==> src/rtl/avg_pkg.sv <==
// Shared types for the vector-generator fetch sequencer: opcodes, FSM states
// and the command payload handed to the beam stage.
package avg_pkg;

  localparam int unsigned WORD_W = 16;
  localparam int unsigned OP_W   = 3;

  typedef enum logic [OP_W-1:0] {
    OP_VCTR = 3'd0,
    OP_HALT = 3'd1,
    OP_SVEC = 3'd2,
    OP_STAT = 3'd3,
    OP_CNTR = 3'd4,
    OP_JSR  = 3'd5,
    OP_RTS  = 3'd6,
    OP_JMP  = 3'd7
  } avg_op_e;

  typedef enum logic [2:0] {
    S_IDLE = 3'd0,
    S_RD0  = 3'd1,
    S_DEC  = 3'd2,
    S_RD1  = 3'd3,
    S_CAP1 = 3'd4,
    S_EMIT = 3'd5
  } avg_state_e;

  typedef struct packed {
    avg_op_e             op;
    logic [WORD_W-1:0]   w0;
    logic [WORD_W-1:0]   w1;
  } avg_cmd_t;

endpackage

==> src/rtl/avg_ret_stack.sv <==
// Return-address LIFO for JSR/RTS. Top, full and empty are held in registers
// so the sequencer sees them without a read-mux path through the array.
module avg_ret_stack #(
  parameter int unsigned DEPTH = 4,
  parameter int unsigned W     = 12
) (
  input  logic         clk,
  input  logic         rst_n,
  input  logic         clr_i,
  input  logic         push_i,
  input  logic         pop_i,
  input  logic [W-1:0] push_data_i,
  output logic [W-1:0] top_o,
  output logic         full_o,
  output logic         empty_o
);

  localparam int unsigned SP_W  = $clog2(DEPTH + 1);
  localparam int unsigned IDX_W = (DEPTH > 1) ? $clog2(DEPTH) : 1;

  logic [W-1:0]    mem_q [DEPTH];
  logic [SP_W-1:0] sp_q;
  logic [W-1:0]    top_q;
  logic            full_q;
  logic            empty_q;

  // Overflowing push / underflowing pop are ignored; the caller flags them.
  always_ff @(posedge clk or negedge rst_n) begin
    if (!rst_n) begin
      sp_q    <= '0;
      top_q   <= '0;
      full_q  <= 1'b0;
      empty_q <= 1'b1;
      for (int i = 0; i < int'(DEPTH); i++) mem_q[i] <= '0;
    end else if (clr_i) begin
      sp_q    <= '0;
      top_q   <= '0;
      full_q  <= 1'b0;
      empty_q <= 1'b1;
    end else if (push_i && !full_q) begin
      mem_q[IDX_W'(sp_q)] <= push_data_i;
      sp_q    <= sp_q + SP_W'(1);
      top_q   <= push_data_i;
      empty_q <= 1'b0;
      full_q  <= (sp_q == SP_W'(DEPTH - 1));
    end else if (pop_i && !empty_q) begin
      sp_q    <= sp_q - SP_W'(1);
      full_q  <= 1'b0;
      empty_q <= (sp_q == SP_W'(1));
      top_q   <= (sp_q >= SP_W'(2)) ? mem_q[IDX_W'(sp_q - SP_W'(2))] : '0;
    end
  end

  assign top_o   = top_q;
  assign full_o  = full_q;
  assign empty_o = empty_q;

endmodule

==> src/rtl/avg_fetch_seq.sv <==
// Vector-generator display-list sequencer: fetches 16-bit words, resolves
// flow control internally and streams drawing commands over valid/ready.
module avg_fetch_seq
  import avg_pkg::*;
#(
  parameter int unsigned ADDR_W      = 12,
  parameter int unsigned STACK_DEPTH = 4,
  parameter int unsigned MAX_INSTR   = 4096
) (
  input  logic              clk,
  input  logic              rst_n,
  input  logic              vggo,
  input  logic              vgrst,
  output logic              rd_en,
  output logic [ADDR_W-1:0] rd_addr,
  input  logic [15:0]       rd_data,
  output logic              cmd_valid,
  input  logic              cmd_ready,
  output logic [2:0]        cmd_op,
  output logic [15:0]       cmd_w0,
  output logic [15:0]       cmd_w1,
  output logic              halt,
  output logic              err_stack,
  output logic              err_loop
);

  localparam int unsigned CNT_W = $clog2(MAX_INSTR + 1);

  avg_state_e        state_q, state_d;
  logic [ADDR_W-1:0] pc_q, pc_d;
  logic [CNT_W-1:0]  cnt_q, cnt_d;
  avg_cmd_t          cmd_q, cmd_d;
  logic              cmd_valid_q, cmd_valid_d;
  logic              rd_en_q, rd_en_d;
  logic [ADDR_W-1:0] rd_addr_q, rd_addr_d;
  logic              halt_q, halt_d;
  logic              err_stack_q, err_stack_d;
  logic              err_loop_q, err_loop_d;

  logic              stk_clr, stk_push, stk_pop;
  logic [ADDR_W-1:0] stk_top;
  logic              stk_full, stk_empty;
  avg_op_e           dec_op;

  avg_ret_stack #(
    .DEPTH (STACK_DEPTH),
    .W     (ADDR_W)
  ) u_stack (
    .clk         (clk),
    .rst_n       (rst_n),
    .clr_i       (stk_clr),
    .push_i      (stk_push),
    .pop_i       (stk_pop),
    .push_data_i (pc_q),
    .top_o       (stk_top),
    .full_o      (stk_full),
    .empty_o     (stk_empty)
  );

  always_ff @(posedge clk or negedge rst_n) begin
    if (!rst_n) begin
      state_q     <= S_IDLE;
      pc_q        <= '0;
      cnt_q       <= '0;
      cmd_q       <= '0;
      cmd_valid_q <= 1'b0;
      rd_en_q     <= 1'b0;
      rd_addr_q   <= '0;
      halt_q      <= 1'b1;
      err_stack_q <= 1'b0;
      err_loop_q  <= 1'b0;
    end else begin
      state_q     <= state_d;
      pc_q        <= pc_d;
      cnt_q       <= cnt_d;
      cmd_q       <= cmd_d;
      cmd_valid_q <= cmd_valid_d;
      rd_en_q     <= rd_en_d;
      rd_addr_q   <= rd_addr_d;
      halt_q      <= halt_d;
      err_stack_q <= err_stack_d;
      err_loop_q  <= err_loop_d;
    end
  end

  // Next state and next registered outputs; read strobe/address are decided
  // one cycle ahead so they appear registered in RD0/RD1.
  always_comb begin
    state_d     = state_q;
    pc_d        = pc_q;
    cnt_d       = cnt_q;
    cmd_d       = cmd_q;
    cmd_valid_d = cmd_valid_q;
    rd_en_d     = 1'b0;
    rd_addr_d   = rd_addr_q;
    halt_d      = halt_q;
    err_stack_d = err_stack_q;
    err_loop_d  = err_loop_q;
    stk_clr     = 1'b0;
    stk_push    = 1'b0;
    stk_pop     = 1'b0;
    dec_op      = avg_op_e'(rd_data[15:13]);

    case (state_q)
      S_IDLE: begin
        halt_d = 1'b1;
        if (vggo) begin
          pc_d        = '0;
          cnt_d       = '0;
          err_stack_d = 1'b0;
          err_loop_d  = 1'b0;
          halt_d      = 1'b0;
          stk_clr     = 1'b1;
          state_d     = S_RD0;
        end
      end
      S_RD0: begin
        pc_d    = pc_q + ADDR_W'(1);
        cnt_d   = cnt_q + CNT_W'(1);
        state_d = S_DEC;
      end
      S_DEC: begin
        cmd_d.op = dec_op;
        cmd_d.w0 = rd_data;
        cmd_d.w1 = '0;
        case (dec_op)
          OP_VCTR: state_d = S_RD1;
          OP_HALT: state_d = S_IDLE;
          OP_SVEC, OP_STAT, OP_CNTR: begin
            cmd_valid_d = 1'b1;
            state_d     = S_EMIT;
          end
          OP_JMP: begin
            pc_d    = rd_data[ADDR_W-1:0];
            state_d = S_RD0;
          end
          OP_JSR: begin
            if (stk_full) begin
              err_stack_d = 1'b1;
              state_d     = S_IDLE;
            end else begin
              stk_push = 1'b1;
              pc_d     = rd_data[ADDR_W-1:0];
              state_d  = S_RD0;
            end
          end
          OP_RTS: begin
            if (stk_empty) begin
              err_stack_d = 1'b1;
              state_d     = S_IDLE;
            end else begin
              stk_pop = 1'b1;
              pc_d    = stk_top;
              state_d = S_RD0;
            end
          end
          default: state_d = S_IDLE;
        endcase
      end
      S_RD1: begin
        pc_d    = pc_q + ADDR_W'(1);
        state_d = S_CAP1;
      end
      S_CAP1: begin
        cmd_d.w1    = rd_data;
        cmd_valid_d = 1'b1;
        state_d     = S_EMIT;
      end
      S_EMIT: begin
        if (cmd_ready) begin
          cmd_valid_d = 1'b0;
          state_d     = S_RD0;
        end
      end
      default: state_d = S_IDLE;
    endcase

    // Watchdog: refuse a further instruction fetch once the budget is spent.
    if (state_d == S_RD0 && state_q != S_IDLE && cnt_q >= CNT_W'(MAX_INSTR)) begin
      err_loop_d = 1'b1;
      state_d    = S_IDLE;
    end

    if (state_d == S_IDLE) halt_d = 1'b1;

    if (state_d == S_RD0 || state_d == S_RD1) begin
      rd_en_d   = 1'b1;
      rd_addr_d = pc_d;
    end

    // Abort wins over everything, including a same-cycle start; errors survive.
    if (vgrst) begin
      state_d     = S_IDLE;
      cmd_valid_d = 1'b0;
      rd_en_d     = 1'b0;
      halt_d      = 1'b1;
      err_stack_d = err_stack_q;
      err_loop_d  = err_loop_q;
      stk_clr     = 1'b1;
      stk_push    = 1'b0;
      stk_pop     = 1'b0;
    end
  end

  assign rd_en     = rd_en_q;
  assign rd_addr   = rd_addr_q;
  assign cmd_valid = cmd_valid_q;
  assign cmd_op    = cmd_q.op;
  assign cmd_w0    = cmd_q.w0;
  assign cmd_w1    = cmd_q.w1;
  assign halt      = halt_q;
  assign err_stack = err_stack_q;
  assign err_loop  = err_loop_q;

endmodule
==> config.mk <==
export PLATFORM = sky130hd
export DESIGN_NAME = avg_fetch_seq
export DESIGN_NICKNAME = d
export VERILOG_FILES = /design/src/rtl/avg_pkg.sv /design/src/rtl/avg_ret_stack.sv /design/src/rtl/avg_fetch_seq.sv
export SDC_FILE = /design/constraint.sdc
export NUM_CORES = 1
export LEC_CHECK = 0
export BUFFER_PORTS_ARGS = -buffer_cell sky130_fd_sc_hd__buf_2
export CAP_MARGIN = 20
export CORE_UTILIZATION = 53
export CTS_CLUSTER_SIZE = 24
export DETAILED_ROUTE_END_ITERATION = 12
export GPL_TIMING_DRIVEN = 1
export PLACE_DENSITY = 0.76
export SETUP_SLACK_MARGIN = 0.02
export SLEW_MARGIN = 10
export SYNTH_ARGS = -nofsm -noshare
export SYNTH_HDL_FRONTEND = slang
export SYNTH_SLANG_ARGS = --single-unit
==> constraint.sdc <==
create_clock -name clk -period 2 [get_ports clk]
set_clock_uncertainty 0.1 [all_clocks]
set_input_delay 0.4 -clock clk [delete_from_list [all_inputs] [get_ports clk]]
set_output_delay 0.4 -clock clk [all_outputs]
set_load 0.05 [all_outputs]
# == After elaboration in Yosys (flattened, before gate mapping) ==
# Cells that the tools add are included.
# totals
regBits,145
wordCells,147
output_inout_bits,52
in_bits,21
# classes
bitwise,4
n_eq_ne,23
n_reduce_logical,27
mux,63
order_cmp,5
add_sub_neg,5
# ops
op,n
$mux W12,10
$pmux W12 S3,2
$bwmux W48,1
$pmux W3 S6,2
$mux W1,33
$pmux W16 S2,1
$pmux W13 S2,1
$bmux W12 S2,1
$demux W12 S2,1
$mux W3,7
$eq A3 B2 Y1 const B,6
$eq A3 B3 Y1 const B,6
$eq A3 B1 Y1 const B,5
$add A13 B1 Y13 const B,1
$ge A13 B13 Y1 const B,1
$mux W13,1
$add A12 B1 Y12 const B,1
$reduce_bool A2 Y1,5
$logic_not A3 Y1,3
$ne A3 B2 Y1 const B,3
$reduce_bool A3 Y1,3
$ge A3 B3 Y1 const B,2
$not A2 Y3,2
$reduce_and A3 Y1,2
other kinds (19),27

# == Depth between registers and ports, before layout ==
# depth
depth_word,12
ltp_mapped,9
depth_no_buf,6

# == Hierarchy ==
# From an unflattened synthesis, not the netlist that was laid out.
# unflattened
cells_unflattened,588
hier_area_um2,6892.9
# by_module_without_submodules
mod,cells_per_inst,n_inst,seq_area_each_um2,area_each_um2
avg_fetch_seq,364,1,1928.1,3751.1
avg_ret_stack,224,1,1627.8,3141.8

# == Worst setup path after synthesis ==
# Ideal clock, no wire load.
# synth_timing
path_kind,register -> register
from,reg state_q[2]
to,reg rd_addr_q[10] (netlist: rd_addr[10])
setup_ns,0.125
path_buffers,2
synth_period_minus_slack_ns,2.185
t_required_ns,1.775
arrival_ns,1.961
slack_ns,-0.185
stages_incl_launch_ff,8
cell_sequence,dfrtp_1 > buf_2 > or3b_4 > a31oi_1 > a2bb2oi_1 > nor3_2 > buf_2 > mux2_2
# synth_via
elab_chain_cells,8
elab_cells_between_ends,19
classes_between,8 x eq/ne; 5 x mux; 6 x reduce/logical
# synth_rtl
item,line,rtl
"start, declared",avg_fetch_seq.sv:29,"avg_state_e state_q, state_d;"
"start signal, assigned",avg_fetch_seq.sv:73,state_q <= state_d;
$eq A3 B3 Y1 (tied with other cells),avg_fetch_seq.sv:104,case (state_q)
$pmux W3 S6,avg_fetch_seq.sv:104,
$eq A3 B1 Y1,avg_fetch_seq.sv:179,if (state_d == S_RD0 && state_q != S_IDLE && cnt_q >= CNT_W'(MAX_INSTR)) begin
$logic_and A1 B1 Y1 (2 in series),avg_fetch_seq.sv:179,
$mux W3,avg_fetch_seq.sv:179,
$eq A3 B1 Y1 / $eq A3 B2 Y1 (equally long branches),avg_fetch_seq.sv:186,if (state_d == S_RD0 || state_d == S_RD1) begin
$logic_or A1 B1 Y1,avg_fetch_seq.sv:186,
"end signal, assigned",avg_fetch_seq.sv:79,rd_addr_q <= rd_addr_d;
"end, declared",avg_fetch_seq.sv:35,"logic [ADDR_W-1:0] rd_addr_q, rd_addr_d;"
# Parallel ways exist; a longest one is shown, timed or not.
# A chain may end at the register's enable or synchronous reset.

# == Final worst setup path ==
# layout_timing
from,reg state_q[2]
to,reg u_stack.mem_q[46] (netlist name)
# layout_via
elab_chain_cells,5
elab_cells_between_ends,9
classes_between,1 x eq/ne; 4 x mux; 1 x bitwise; 3 x reduce/logical
# layout_rtl
item,line,rtl
$eq A3 B2 Y1 / $logic_not A3 Y1 (equally long branches),avg_fetch_seq.sv:104,
$mux W1,avg_fetch_seq.sv:104,
$mux W1,avg_fetch_seq.sv:192,if (vgrst) begin
$logic_and A1 B1 Y1 / $not A1 Y1 (equally long branches),n/a,
$reduce_and A2 Y1 (no source line) (*),n/a,
"end signal, assigned by index",avg_ret_stack.sv:41,mem_q[IDX_W'(sp_q)] <= push_data_i;
"end, declared",avg_ret_stack.sv:21,logic [W-1:0] mem_q [DEPTH];
# Every way passes the cells marked *; elsewhere a longest branch is shown, timed or not.

==> results.md <==
* Leakage power at 4.380 nW
* Post-synthesis mux area share at 0.1603
* Fin nets at 759
* Stages on the worst setup path at 6
* Via Count at 5391
* Count of flip-flops with a built-in enable after synthesis at 0
* H-tree depth at 4
* Pin slew with the least headroom to its limit at 0.6506 ns
* Clock-pin slew on the worst setup and hold paths at 0.06 ns
* Layout fillers at 886
* WS Path Type: reg2reg
* Worst vdd ir at 0.5416 mV
* Vias in the first global route at 5245
* Synth Area in Compound Gates at 0.1279
* Layout cells sized above 1 at 0.3782
* Met2 usage at 0.4480
* Total power at 0.009892 W
* Post-synth top area share at 0.5094
* WP data required at 2.21 ns
* Grt peak-use layer: met2
* Cell Area, Synth at 6878 sq um
* Final setup fails at 58
* Crit-path most repeated cell: buf_12
* Synth area leaders: dfrtp_1 51%, mux2_4 7.0%, nand2_1 5.7%, mux2_2 4.1%, mux4_2 3.9%
* Largest area contributor in the netlist: dfrtp_1
* Die Wd at 115.9 um
* Clk buf depth at 2
* Synthesized Nets at 634
* Largest net degree at the start of global routing at 48
* Ys flop type: dfrtp_1
* Crit-path max cell delay at 0.45 ns
* Die area at 13440 sq um
* Number of DRC markers in iteration 0 at 449
* Post-synthesis cell count at 605
* Clk_lat worst skew at 0.43 ns
* CTS tree: built
* Setup TNS at -2.308 ns
* Drt total wl at 17960 um
* First-pass GRT wire length at 28030 um
* CTS buffer count at 17
* Register area share after synthesis at 0.5170
* Root buffer cell: clkbuf_16
* Pins Over Slew Limit at 0
* Post-route worst setup slack at -0.07663 ns
* F_max at 0.4815 GHz
* Yosys warns at 0
* Worst path slowest cell: or3b_4
* R2R depth at 6
* RSZ-0062 raised after global routing: true
* Crit. End Element: register
* First drt pass iteration count at 6
* Violated checks: setup timing
* Post-Synth Simple-Gate Area at 0.1341
* Main combinational cell family by area after synthesis: multiplexers
* CP arrival at 2.29 ns
* HPWL after DPL at 12110 um
* Post-route cell area at 8792 sq um
* Total grt overflow at 0
* Final Critical Period at 2.077 ns
* CP cell instances: or3b_4 -> buf_12 -> nor3_4 -> buf_12 -> nand2_8 -> mux2_4
* GR Util met3 at 0.06015
* Hold path depth at 3
* DR vias/cell at 5.892
* Number of antenna violations at the first check in global routing at 0
* Rel. slew slack at 0.5658
* Unique masters post-synth at 60
* I/O Buffers at 72
* Overall Global Routing Usage at 0.2811
* # clock sinks at 142
* Average size of a mapped cell at 11.37 sq um
* Core ar. at 12620 sq um
* Drt wl/cell at 19.62 um
* FF+latch count, synth at 142
* Startpoint Class: register
* Post-DP Area at 7843 sq um
* FFs w/ async S/R, synth at 1.000
* Detail Route Antenna Nets at 0
* Initial core utilization at 0.5450
* Diode count at 0
* Hold Path Class: in2reg
* Final Cycle Share at 1.038
* CP bufs+invs at 2
* Num ports at 73
* Post-Synth Adder-Cell Area at 0.01455
* # DRC at 0
* XOR/XNOR Fraction of Synth Area at 0.006367
* Outcome: finished, violations left
* Grt met1 use at 0.3787
* Final hold vios at 0
* Row count at 41
* Die span in y at 115.9 um
* P&R area growth vs syn at 27.83%
* Delay-heaviest family, CP: simple AND/OR/NAND/NOR gates
* Gpl congestion at 0.8934
* Crit Path Max Fanout at 13
* Max-cap violations at 0
* Pwr dens at 1125 nW/um^2
## power breakdown
| group | switching, W | internal (W) |
|---|---|---|
| sequential | 0.000253 | 0.00327 |
| clock | 0.00119 | 0.00227 |
| combinational | 0.00208 | 0.000835 |
| total | 0.00352 | 0.00637 |
## layout by cell type, fill, tap and decap left out, types with 13 or more instances in the layout
cell / netlist / layout
mux2_4: 32 / 44
buf_4: 4 / 70
o21ai_0: 35 / 33
a31oi_1: 15 / 13
a22o_1: 17 / 17
mux2_2: 25 / 13
dfrtp_1: 140 / 140
clkbuf_16: 0 / 17
nand2_1: 105 / 105
buf_2: 12 / 71
nor2_1: 24 / 21
## Yosys cell counts (all sizes together), types with 4 or more instances
master  number
nand2b       5
o21ai       36
nand4        4
nor3        13
clkbuf      23
ha           8
mux2i        7
inv          9
nand3        5
buf         25
and3         7
a22o        17
dfrtp      140
nand2      109
a31oi       15
mux2        57
and2         4
mux4        12
o211ai       7
a21oi        8
a21o         4
o22ai        4
a32oi        8
o31ai        5
nor2        24
## sequential cells by signal, indices dropped and copies added, names as in the netlist, 12 cells and up
register       flops
u_stack.top_o     12
cmd_w0            13
rd_addr           12
pc_q              12
cnt_q             13
cmd_w1            16
u_stack.mem_q     48
## cell families after synthesis
group	Yosys count
flip-flops	142
AND/OR/NAND/NOR	190
AO/OA/AOI/OAI	127
buffers and inverters	57
multiplexers	76
adder cells (fa/ha/maj)	8
XOR/XNOR	5
## layout make-up
class,instances,area [sq um],area share
Clock buffer,21,460.4,0.05237
Clock inverter,11,187.7,0.02135
Inverter,9,33.78,0.003842
Multi-Input combinational cell,408,3288,0.3740
Sequential cell,142,3556,0.4044
Tap cell,172,215.2,0.02448
Timing Repair Buffer,152,1051,0.1195
## tightest hold or removal path, stage by stage
cell	delay (ns)
buf_2	0.10
nand2_1	0.05
nand2_1	0.05
## path summary, 6_finish.rpt
kind                             startpoint           endpoint  slack, ns
worst max-delay path             state_q[2]  u_stack.mem_q[46]      -0.08
worst min-delay path            rd_data[12]         cmd_w0[12]       0.10
worst max register to register   state_q[2]  u_stack.mem_q[46]      -0.08
worst min register to register   cmd_w0[10]         cmd_w0[10]       0.37
max in group asynchronous             rst_n  u_stack.mem_q[45]       0.80
min in group asynchronous             rst_n         cmd_w0[12]       0.39
## routing by layer
| layer | part of all wire | vias to the layer above |
|---|---|---|
| met3 | 0.057 | 25 |
| met4 | 0.019 | 0 |
| met1 | 0.44 | 2732 |
| li1 | - | 2436 |
| met5 | 0 | - |
| met2 | 0.48 | 198 |
## per-stage QoR
step                      cells  hold slack, ns  setup WS (ns)    util
after detailed placement    873          0.2697        -0.1932  0.6215
after global routing        915          0.1130        -0.1229  0.6967
after CTS                   912         0.08848       -0.07610  0.6862
after global placement      873          0.2616       -0.09376  0.6215
final                       915          0.1026       -0.07663  0.6967
after floorplan             605        0.004409        -0.1154       -
## repair_timing
action                                  in CTS  in global routing
hold buffers                                 1                  0
endpoints found under the hold margin       42                  0
endpoints found under the setup margin      77                 77
resized for setup                           22                 22
cloned                                       2                  0
pin swaps                                    6                 10
buffers inserted                             5                  3
(Power assumes the default switching activity.)
